===== config.mk =====
export PLATFORM = sky130hd
export DESIGN_NAME = pipeline_hazard_ctrl_flat
export DESIGN_NICKNAME = d
export VERILOG_FILES = /design/src/rtl/pipeline_hazard_ctrl_if.sv /design/src/rtl/pipeline_hazard_ctrl.sv /design/src/flat_wrapper.sv
export SDC_FILE = /design/constraint.sdc
export NUM_CORES = 1
export LEC_CHECK = 0
export BUFFER_PORTS_ARGS = -buffer_cell sky130_fd_sc_hd__buf_4
export CAP_MARGIN = 40
export CORE_ASPECT_RATIO = 1.25
export CORE_MARGIN = 1.5
export CORE_UTILIZATION = 57
export DETAILED_ROUTE_END_ITERATION = 8
export PLACE_DENSITY_LB_ADDON = 0.12
export SETUP_SLACK_MARGIN = 0.3
export SLEW_MARGIN = 10
export SYNTH_ARGS = -nofsm -noshare
export SYNTH_HDL_FRONTEND = slang
export SYNTH_SLANG_ARGS = --single-unit

===== constraint.sdc =====
create_clock -name CLK -period 4.95 [get_ports CLK]
set_clock_uncertainty 0.05 [all_clocks]
set_input_delay 0.99 -clock CLK [delete_from_list [all_inputs] [get_ports CLK]]
set_output_delay 0.99 -clock CLK [all_outputs]
set_load 0.02 [all_outputs]

===== src/rtl/pipeline_hazard_ctrl_if.sv =====
// Handshake/control bundle between the 4-stage pipeline datapath and its hazard controller.
// master = pipeline datapath side, slave = hazard controller side.
interface pipeline_hazard_ctrl_if #(
    parameter int CNT_W = 16
);
    logic [3:0]       DOF_AA;
    logic [3:0]       DOF_BA;
    logic             DOF_USE_A;
    logic             DOF_USE_B;
    logic [3:0]       EX_DA;
    logic             EX_RW;
    logic [3:0]       WB_DA;
    logic             WB_RW;
    logic             BR_TAKEN;
    logic             MEM_BUSY;
    logic             STALL_IF;
    logic             STALL_DOF;
    logic             BUBBLE_EX;
    logic             FLUSH_DOF;
    logic             PC_LOAD;
    logic             FREEZE;
    logic             MEM_ERR;
    logic [CNT_W-1:0] STALL_CNT;
    logic [CNT_W-1:0] FLUSH_CNT;

    modport master (
        output DOF_AA, DOF_BA, DOF_USE_A, DOF_USE_B, EX_DA, EX_RW, WB_DA, WB_RW,
               BR_TAKEN, MEM_BUSY,
        input  STALL_IF, STALL_DOF, BUBBLE_EX, FLUSH_DOF, PC_LOAD, FREEZE, MEM_ERR,
               STALL_CNT, FLUSH_CNT
    );

    modport slave (
        input  DOF_AA, DOF_BA, DOF_USE_A, DOF_USE_B, EX_DA, EX_RW, WB_DA, WB_RW,
               BR_TAKEN, MEM_BUSY,
        output STALL_IF, STALL_DOF, BUBBLE_EX, FLUSH_DOF, PC_LOAD, FREEZE, MEM_ERR,
               STALL_CNT, FLUSH_CNT
    );
endinterface


===== src/rtl/pipeline_hazard_ctrl.sv =====
// Hazard/branch/memory-wait sequencer for the IF-DOF-EX-WB pipeline.
// Controls are combinational from state and inputs; state and perf counters are registered.
module pipeline_hazard_ctrl #(
    parameter int CNT_W       = 16,
    parameter int BR_PENALTY  = 2,
    parameter int MEM_TIMEOUT = 255,
    parameter int R0_ZERO     = 1
) (
    input logic                   CLK,
    input logic                   RESET_N,
    pipeline_hazard_ctrl_if.slave bus
);
    typedef enum logic [1:0] {RUN, FLUSH, MWAIT} state_t;

    localparam int WAIT_W = $clog2(MEM_TIMEOUT + 1);
    localparam logic [WAIT_W-1:0] WAIT_MAX   = WAIT_W'(MEM_TIMEOUT);
    localparam logic [1:0]        PEN_RELOAD = 2'(BR_PENALTY - 1);

    state_t            state;
    logic [1:0]        pen_cnt;
    logic [WAIT_W-1:0] wait_cnt;
    logic              resume_flush;
    logic              mem_err_q;
    logic [CNT_W-1:0]  stall_cnt_q;
    logic [CNT_W-1:0]  flush_cnt_q;

    logic haz;
    logic do_branch;
    logic do_stall;
    logic stall;
    logic bubble;
    logic flush_dof;
    logic pc_load;
    logic freeze;

    function automatic logic dest_hit(input logic rw, input logic [3:0] da, input logic [3:0] r);
        return rw && (da == r) && !((R0_ZERO != 0) && (da == 4'd0));
    endfunction

    assign haz = (bus.DOF_USE_A && (dest_hit(bus.EX_RW, bus.EX_DA, bus.DOF_AA) ||
                                    dest_hit(bus.WB_RW, bus.WB_DA, bus.DOF_AA))) ||
                 (bus.DOF_USE_B && (dest_hit(bus.EX_RW, bus.EX_DA, bus.DOF_BA) ||
                                    dest_hit(bus.WB_RW, bus.WB_DA, bus.DOF_BA)));

    // MEM_BUSY dominates every state; MWAIT drives nothing but FREEZE.
    always_comb begin
        do_branch = 1'b0;
        do_stall  = 1'b0;
        stall     = 1'b0;
        bubble    = 1'b0;
        flush_dof = 1'b0;
        pc_load   = 1'b0;
        freeze    = 1'b0;
        if (RESET_N) begin
            freeze = bus.MEM_BUSY;
            case (state)
                RUN: begin
                    if (!bus.MEM_BUSY) begin
                        if (bus.BR_TAKEN) do_branch = 1'b1;
                        else if (haz)     do_stall  = 1'b1;
                    end
                end
                FLUSH: begin
                    if (!bus.MEM_BUSY) begin
                        flush_dof = 1'b1;
                        bubble    = 1'b1;
                        do_branch = bus.BR_TAKEN;
                    end
                end
                default: ;
            endcase
            if (do_branch) begin
                pc_load   = 1'b1;
                flush_dof = 1'b1;
                bubble    = 1'b1;
            end
            if (do_stall) begin
                stall  = 1'b1;
                bubble = 1'b1;
            end
        end
    end

    always_ff @(posedge CLK) begin
        if (!RESET_N) begin
            state        <= RUN;
            pen_cnt      <= '0;
            wait_cnt     <= '0;
            resume_flush <= 1'b0;
            mem_err_q    <= 1'b0;
            stall_cnt_q  <= '0;
            flush_cnt_q  <= '0;
        end else begin
            if (do_stall && (stall_cnt_q != '1)) stall_cnt_q <= stall_cnt_q + 1'b1;
            if (do_branch && (flush_cnt_q != '1)) flush_cnt_q <= flush_cnt_q + 1'b1;
            case (state)
                RUN, FLUSH: begin
                    if (bus.MEM_BUSY) begin
                        // pen_cnt is left untouched so a suspended flush resumes where it stopped
                        state        <= MWAIT;
                        resume_flush <= (state == FLUSH);
                        wait_cnt     <= WAIT_W'(1);
                        if (MEM_TIMEOUT <= 1) mem_err_q <= 1'b1;
                    end else if (do_branch) begin
                        pen_cnt <= PEN_RELOAD;
                        state   <= (BR_PENALTY > 1) ? FLUSH : RUN;
                    end else if (state == FLUSH) begin
                        pen_cnt <= pen_cnt - 2'd1;
                        if (pen_cnt <= 2'd1) state <= RUN;
                    end
                end
                MWAIT: begin
                    if (bus.MEM_BUSY) begin
                        if (wait_cnt != WAIT_MAX) wait_cnt <= wait_cnt + 1'b1;
                        if (wait_cnt >= WAIT_MAX - 1'b1) mem_err_q <= 1'b1;
                    end else begin
                        state    <= resume_flush ? FLUSH : RUN;
                        wait_cnt <= '0;
                    end
                end
                default: state <= RUN;
            endcase
        end
    end

    assign bus.STALL_IF  = stall;
    assign bus.STALL_DOF = stall;
    assign bus.BUBBLE_EX = bubble;
    assign bus.FLUSH_DOF = flush_dof;
    assign bus.PC_LOAD   = pc_load;
    assign bus.FREEZE    = freeze;
    assign bus.MEM_ERR   = mem_err_q & RESET_N;
    assign bus.STALL_CNT = stall_cnt_q;
    assign bus.FLUSH_CNT = flush_cnt_q;
endmodule


===== src/flat_wrapper.sv =====
// flat-port wrapper written by rule: the top's interface ports become plain ports
module pipeline_hazard_ctrl_flat 
#(
    parameter int CNT_W       = 16,
    parameter int BR_PENALTY  = 2,
    parameter int MEM_TIMEOUT = 255,
    parameter int R0_ZERO     = 1
)
  (CLK, RESET_N, bus_DOF_AA, bus_DOF_BA, bus_DOF_USE_A, bus_DOF_USE_B, bus_EX_DA, bus_EX_RW, bus_WB_DA, bus_WB_RW, bus_BR_TAKEN, bus_MEM_BUSY, bus_STALL_IF, bus_STALL_DOF, bus_BUBBLE_EX, bus_FLUSH_DOF, bus_PC_LOAD, bus_FREEZE, bus_MEM_ERR, bus_STALL_CNT, bus_FLUSH_CNT);
  pipeline_hazard_ctrl_if #(.CNT_W(CNT_W)) bus_i ();
  input logic CLK;
  input logic RESET_N;
  input wire logic [$bits(bus_i.DOF_AA)-1:0] bus_DOF_AA;
  input wire logic [$bits(bus_i.DOF_BA)-1:0] bus_DOF_BA;
  input wire logic [$bits(bus_i.DOF_USE_A)-1:0] bus_DOF_USE_A;
  input wire logic [$bits(bus_i.DOF_USE_B)-1:0] bus_DOF_USE_B;
  input wire logic [$bits(bus_i.EX_DA)-1:0] bus_EX_DA;
  input wire logic [$bits(bus_i.EX_RW)-1:0] bus_EX_RW;
  input wire logic [$bits(bus_i.WB_DA)-1:0] bus_WB_DA;
  input wire logic [$bits(bus_i.WB_RW)-1:0] bus_WB_RW;
  input wire logic [$bits(bus_i.BR_TAKEN)-1:0] bus_BR_TAKEN;
  input wire logic [$bits(bus_i.MEM_BUSY)-1:0] bus_MEM_BUSY;
  output wire logic [$bits(bus_i.STALL_IF)-1:0] bus_STALL_IF;
  output wire logic [$bits(bus_i.STALL_DOF)-1:0] bus_STALL_DOF;
  output wire logic [$bits(bus_i.BUBBLE_EX)-1:0] bus_BUBBLE_EX;
  output wire logic [$bits(bus_i.FLUSH_DOF)-1:0] bus_FLUSH_DOF;
  output wire logic [$bits(bus_i.PC_LOAD)-1:0] bus_PC_LOAD;
  output wire logic [$bits(bus_i.FREEZE)-1:0] bus_FREEZE;
  output wire logic [$bits(bus_i.MEM_ERR)-1:0] bus_MEM_ERR;
  output wire logic [$bits(bus_i.STALL_CNT)-1:0] bus_STALL_CNT;
  output wire logic [$bits(bus_i.FLUSH_CNT)-1:0] bus_FLUSH_CNT;
  assign bus_i.DOF_AA = bus_DOF_AA;
  assign bus_i.DOF_BA = bus_DOF_BA;
  assign bus_i.DOF_USE_A = bus_DOF_USE_A;
  assign bus_i.DOF_USE_B = bus_DOF_USE_B;
  assign bus_i.EX_DA = bus_EX_DA;
  assign bus_i.EX_RW = bus_EX_RW;
  assign bus_i.WB_DA = bus_WB_DA;
  assign bus_i.WB_RW = bus_WB_RW;
  assign bus_i.BR_TAKEN = bus_BR_TAKEN;
  assign bus_i.MEM_BUSY = bus_MEM_BUSY;
  assign bus_STALL_IF = bus_i.STALL_IF;
  assign bus_STALL_DOF = bus_i.STALL_DOF;
  assign bus_BUBBLE_EX = bus_i.BUBBLE_EX;
  assign bus_FLUSH_DOF = bus_i.FLUSH_DOF;
  assign bus_PC_LOAD = bus_i.PC_LOAD;
  assign bus_FREEZE = bus_i.FREEZE;
  assign bus_MEM_ERR = bus_i.MEM_ERR;
  assign bus_STALL_CNT = bus_i.STALL_CNT;
  assign bus_FLUSH_CNT = bus_i.FLUSH_CNT;
  pipeline_hazard_ctrl #(.CNT_W(CNT_W), .BR_PENALTY(BR_PENALTY), .MEM_TIMEOUT(MEM_TIMEOUT), .R0_ZERO(R0_ZERO)) u_core (.CLK(CLK), .RESET_N(RESET_N), .bus(bus_i));
endmodule

Word level (Yosys, flattened, before mapping). Index checks and enable logic that the tools add are counted. W data, S select, Z words.

Register bits after elaboration: 46. Input bits: 24. Output and inout port bits: 39. Logic and storage cells: 93.

Add/sub/neg operators: 4. $lt $le $gt $ge: 2. Equality and inequality tests: 14. Mux-type cells: 36. Bitwise logic cells: 2. Reduce and logical (&&, ||, !) cells: 28.

Operator list (number): $add A16 B1 Y16 const B (2); $ne A16 B16 Y1 const B (2); $mux W8 (3); $mux W1 (23); $eq A4 B4 Y1 (4); $pmux W8 S2 (1); $mux W2 (7); $logic_and A1 B1 Y1 (12); $reduce_and A3 Y1 (4); $add A8 B1 Y8 const B (1); $ge A8 B8 Y1 const B (1); $logic_not A4 Y1 (2); $ne A4 B2 Y1 const B (2); $ne A8 B8 Y1 const B (1); $ne A2 B2 Y1 const B (2); $pmux W2 S2 (1); $reduce_bool A2 Y1 (2); $logic_or A1 B1 Y1 (3); $ne A3 B2 Y1 const B (1); $eq A2 B1 Y1 const B (1); $eq A2 B2 Y1 const B (1); $le A2 B1 Y1 const B (1); $logic_not A1 Y1 (2); $logic_not A2 Y1 (1); 6 further kinds (6).

Depth between registers and ports, before layout.
Word-level depth: 13. Depth in mapped cells: 9.

Worst setup path after synthesis. OpenSTA, ideal clock, no wires.

Kind: input-to-output. Start point: input port bus_EX_DA[0]. End point: output port bus_STALL_IF. Data arrival time: 2.511 ns. Path slack: 1.399 ns. Stages: 7. Path buffers: 2. Cell sequence: o41a_1 nand3_2 nor4_2 nor4_4 buf_4 nor2_1 buf_4.

Word-level cells in the longest chain between the ends: 13. Elaborated cells between the ends (all ways): 20.

Ends and longest elaborated chain: start: declaration (RTL line flat_wrapper.sv:17) `input wire logic [$bits(bus_i.EX_DA)-1:0] bus_EX_DA;`; $eq A4 B4 Y1 or $logic_not A4 Y1 (tied branches) (RTL line pipeline_hazard_ctrl.sv:37) `return rw && (da == r) && !((R0_ZERO != 0) && (da == 4'd0));`; $logic_and A1 B1 Y1 or $logic_not A1 Y1 (tied branches) (RTL line pipeline_hazard_ctrl.sv:37); $logic_and A1 B1 Y1 (RTL line pipeline_hazard_ctrl.sv:37); $logic_or A1 B1 Y1, on equally long branches (RTL line pipeline_hazard_ctrl.sv:40, pipeline_hazard_ctrl.sv:42); $logic_and A1 B1 Y1, on equally long branches (RTL line pipeline_hazard_ctrl.sv:40, pipeline_hazard_ctrl.sv:42); $logic_or A1 B1 Y1 (*) (RTL line pipeline_hazard_ctrl.sv:41) `dest_hit(bus.WB_RW, bus.WB_DA, bus.DOF_AA))) ||`; $mux W1 (*) (RTL line pipeline_hazard_ctrl.sv:60) `else if (haz) do_stall = 1'b1;`; $mux W1 (*) (RTL line pipeline_hazard_ctrl.sv:59) `if (bus.BR_TAKEN) do_branch = 1'b1;`; $mux W1 (*) (RTL line pipeline_hazard_ctrl.sv:58) `if (!bus.MEM_BUSY) begin`; $mux W1 (*) (RTL line pipeline_hazard_ctrl.sv:56) `case (state)`; $mux W1 (*) (RTL line pipeline_hazard_ctrl.sv:54) `if (RESET_N) begin`; $mux W1 (*) (RTL line pipeline_hazard_ctrl.sv:77) `if (do_stall) begin`; $mux W1 (*) (RTL line pipeline_hazard_ctrl.sv:54); end: declaration (RTL line flat_wrapper.sv:23) `output wire logic [$bits(bus_i.STALL_IF)-1:0] bus_STALL_IF;`.

Mark *: on every way between the ends. The rest lies on a longest branch, timed or not. The select of a mux whose other input is x is not followed.

Worst setup path in the final report.
Start point: input port bus_EX_DA[0]. End point: output port bus_BUBBLE_EX.

Word-level cells in the longest chain between the ends: 13. Elaborated cells between the ends (all ways): 20.

Ends and longest elaborated chain: $eq A4 B4 Y1 or $logic_not A4 Y1 (tied branches) (RTL line pipeline_hazard_ctrl.sv:37); $logic_and A1 B1 Y1 or $logic_not A1 Y1 (tied branches) (RTL line pipeline_hazard_ctrl.sv:37); $logic_and A1 B1 Y1 (RTL line pipeline_hazard_ctrl.sv:37); $logic_or A1 B1 Y1, on equally long branches (RTL line pipeline_hazard_ctrl.sv:40, pipeline_hazard_ctrl.sv:42); $logic_and A1 B1 Y1, on equally long branches (RTL line pipeline_hazard_ctrl.sv:40, pipeline_hazard_ctrl.sv:42); $logic_or A1 B1 Y1 (*) (RTL line pipeline_hazard_ctrl.sv:41); $mux W1 (*) (RTL line pipeline_hazard_ctrl.sv:60); $mux W1 (*) (RTL line pipeline_hazard_ctrl.sv:59); $mux W1 (*) (RTL line pipeline_hazard_ctrl.sv:58); $mux W1 (*) (RTL line pipeline_hazard_ctrl.sv:56); $mux W1 (*) (RTL line pipeline_hazard_ctrl.sv:54); $mux W1 (*) (RTL line pipeline_hazard_ctrl.sv:77); $mux W1 (*) (RTL line pipeline_hazard_ctrl.sv:54); end: declaration (RTL line flat_wrapper.sv:25) `output wire logic [$bits(bus_i.BUBBLE_EX)-1:0] bus_BUBBLE_EX;`.

Marked as above.

==> impl_results.md <==
- WP data arrival: about 2600 ps
- Top FF cell, synth: dfxtp_1
- Syn_area_per_cell: between 8 and 9 um^2
- Nets: between 300 and 400
- Power Density: roughly 230 nW/um^2
- Clk buf depth: 2
- Clock sink count: between 40 and 50
- First-pass GRT wire length: roughly 9.8 mm
- RSZ-0062 raised after global routing: false
- Worst-path clk slew: 80 ps
- YS warnings: 0
- # diodes: 0
- Worst skew pair latency: approximately 300 ps
- Syn-to-layout area delta: 23.5%
- Synth area leaders: dfxtp_1 36%, xor2_1 6.5%, nor2_1 4.8%
- Post-Synthesis Net Count: ~330
- Die area: slightly below 5000 um^2
- CP Capture Type: primary output
- Final Hold Viols: 0
- Reg2reg start: u_core.bus.FLUSH_CNT[5]$_SDFFE_PN0P_
- Critical path launch point type: primary input
- Post-DP Area: between 3000 and 4000 um^2
- Mapped cell area: 2580 um^2
- Wire per inst: roughly 13 um
- Worst endpoint required time: a little under 4000 ps
- Core area: about 4400 um^2
- Final setup fails: 0
- Hold path start: u_core.mem_err_q$_SDFFE_PN0P_
- Initial DRC count: 196
- Yosys cell types: 50
- Yosys reg bits: 46
- DRC errors left: 0
- Slew headroom: between 60% and 70%
- Worst IR Drop VDD: roughly 0.18 mV
- Final instance area: about 3200 um^2
- Placer congestion estimate: about 0.8
- Final TNS setup: 0 ps
- Initial Util: 59.1%
- Min cycle time layout: roughly 3600 ps
- Num CTS Buffers: 5
- # fillers: 352
- Status: finished clean
- Ratio of cells with drive above 1 in the final layout: approximately a quarter
- Ports: 63
- TritonCTS clock tree: built
- Global route total overflow: 0
- Post-Synthesis Cells: 302
- CTS-repair resized insts: 0
- Drt pass-1 iters: 4
- Number of global-route vias before repair: around 2300
- Final period util: 73.7%
- Clock Tree Root: clkbuf_8
- Htree depth: 2
- FP Rows: 27
- Leakage: around 1.2 nW
- Post-synth EDFFs: 0
- Max-capacitance violation count: 0
- Max Slew Vio Count: 0
- Worst hold slack: between 400 and 500 ps
- Post-CTS setup buffers: 0
- PortBufs: 62
- Die height: slightly below 80 um
- Total track usage: 24.1%
- Antenna-violating nets left: 0
- Initial antenna violation count: 0
- Final Util: 73.0%
- Worst Hold Class: reg -> reg
- Final HPWL DP: roughly 4.2 mm
- Fmax: around 270 MHz
- Kind of critical path: in -> out
- Sequential area share after synthesis: about 36%
- Routed vias: between 2000 and 2500
- Synth area leader: dfxtp_1
- Die width: about 63 um
- Worst setup path startpoint: bus_EX_DA[0]
- Routed WL: approximately 5.6 mm
- Hold_buf cts: 0
- Critical path peak fanout: 28
- Fraction of registers with async set/reset: 0%
- Via-to-Cell Ratio: around 5.9
- Pin count of the biggest net entering global routing: 29
- Worst Tran Pin Value: 584 ps
- Top-area cell type share of the netlist area: 35.7%
- Pwr Total: about 700 uW
==> final cells by class <==
cell class,instances,area (um^2),share of cell area [%]
clock buffers,7,96.3,3.03
clock inverters,1,8.76,0.275
flip-flops and latches,46,921,28.9
multi-input cells,237,1550,48.8
well taps,58,72.6,2.28
inverters,8,30.0,0.944
repair buffers,64,500,15.7
==> per-layer routing <==
| layer | wire length [um] | track usage (%) | part of all wire, % |
|---|---|---|---|
| met5 | 0 | 0 | 0 |
| met4 | 104 | 9.78 | 1.8 |
| met3 | 202 | 4.87 | 3.6 |
| met2 | 2770 | 41.0 | 49 |
| met1 | 2550 | 29.6 | 45 |
==> cells in the final DEF, fill, tap and decap left out, types with 2 or more instances in the layout <==
master,synthesis,routed
a211oi_1,4,4
a21oi_1,23,23
a41oi_1,2,2
and2_1,3,3
and3_1,6,6
and4_1,4,4
buf_4,2,63
clkbuf_8,0,7
dfxtp_1,46,46
ha_1,5,5
inv_1,7,7
mux2i_1,3,3
nand2_1,17,17
nand2b_1,5,5
nand3_1,21,21
nand4_1,10,10
nor2_1,33,33
nor2b_1,2,2
nor3_1,5,5
nor4_2,4,4
nor4b_1,2,2
o211ai_1,2,2
o21ai_0,8,8
o21ai_1,4,4
o31ai_1,8,8
o41a_1,2,2
or3_1,10,10
or4_1,7,7
xnor2_1,11,11
xor2_1,19,19
==> sequential cells by signal (all words and copies together) (netlist names) <==
signal                flops
u_core.pen_cnt            2
u_core.bus.FLUSH_CNT     16
u_core.bus.STALL_CNT     16
u_core.wait_cnt           8
u_core.resume_flush       1
u_core.state              2
u_core.mem_err_q          1
==> worst paths after layout <==
check	endpoint	slack [ps]	depth (start not counted)
min	u_core.mem_err_q$_SDFFE_PN0P_	430	2
max	bus_BUBBLE_EX	1300	8
min reg2reg	u_core.mem_err_q$_SDFFE_PN0P_	430	2
max reg2reg	u_core.bus.FLUSH_CNT[13]$_SDFFE_PN0P_	2870	6
==> per-stage QoR <==
stage,instances,setup WS (ps)
floorplan,302,1400
global placement,412,1360
detailed placement,413,1310
CTS,421,1310
global route,421,1190
finish,421,1300
==> cells in the mapped netlist, types with 2 or more instances <==
| library cell | instances |
|---|---|
| o21ai_0 | 8 |
| and3_1 | 6 |
| or4_1 | 7 |
| a21oi_1 | 23 |
| nor4b_1 | 2 |
| inv_1 | 7 |
| dfxtp_1 | 46 |
| mux2i_1 | 3 |
| nand2_1 | 17 |
| and4_1 | 4 |
| a211oi_1 | 4 |
| buf_4 | 2 |
| nand4_1 | 10 |
| o21ai_1 | 4 |
| nand3_1 | 21 |
| xor2_1 | 19 |
| buf_6 | 3 |
| nor3_1 | 5 |
| a41oi_1 | 2 |
| xnor2_1 | 11 |
| o211ai_1 | 2 |
| nand2b_1 | 5 |
| nor2b_1 | 2 |
| or3_1 | 10 |
| nor2_1 | 33 |
| clkbuf_1 | 5 |
| and2_1 | 3 |
| o41a_1 | 2 |
| o31ai_1 | 8 |
| ha_1 | 5 |
| nor4_2 | 4 |
==> where the power goes <==
part | total (mW) | internal [mW] | switching, mW
Clock | 0.258 | 0.128 | 0.130
Sequential | 0.378 | 0.373 | 0.00495
Combinational | 0.0812 | 0.0352 | 0.0460
==> cell families (layout without fill, tap and decap cells) <==
group           Yosys count  after routing  share of synthesized area (%)
flops                    46             46                           35.7
xor+xnor                 30             30                           10.2
mux                       3              3                           1.17
simple gates            139            139                           31.4
compound gates           60             60                           15.1
buf+inv                  19             80                           3.98
fa+ha+maj                 5              5                           2.43
==> critical path, cell delays in order <==
cell     delay, ps
buf_4          130
o41a_1         450
nand3_2        100
nor4_2          60
nor4_4         280
buf_4          310
a21oi_1        120
buf_4          170
No activity file was read; power rests on OpenSTA's default activity.
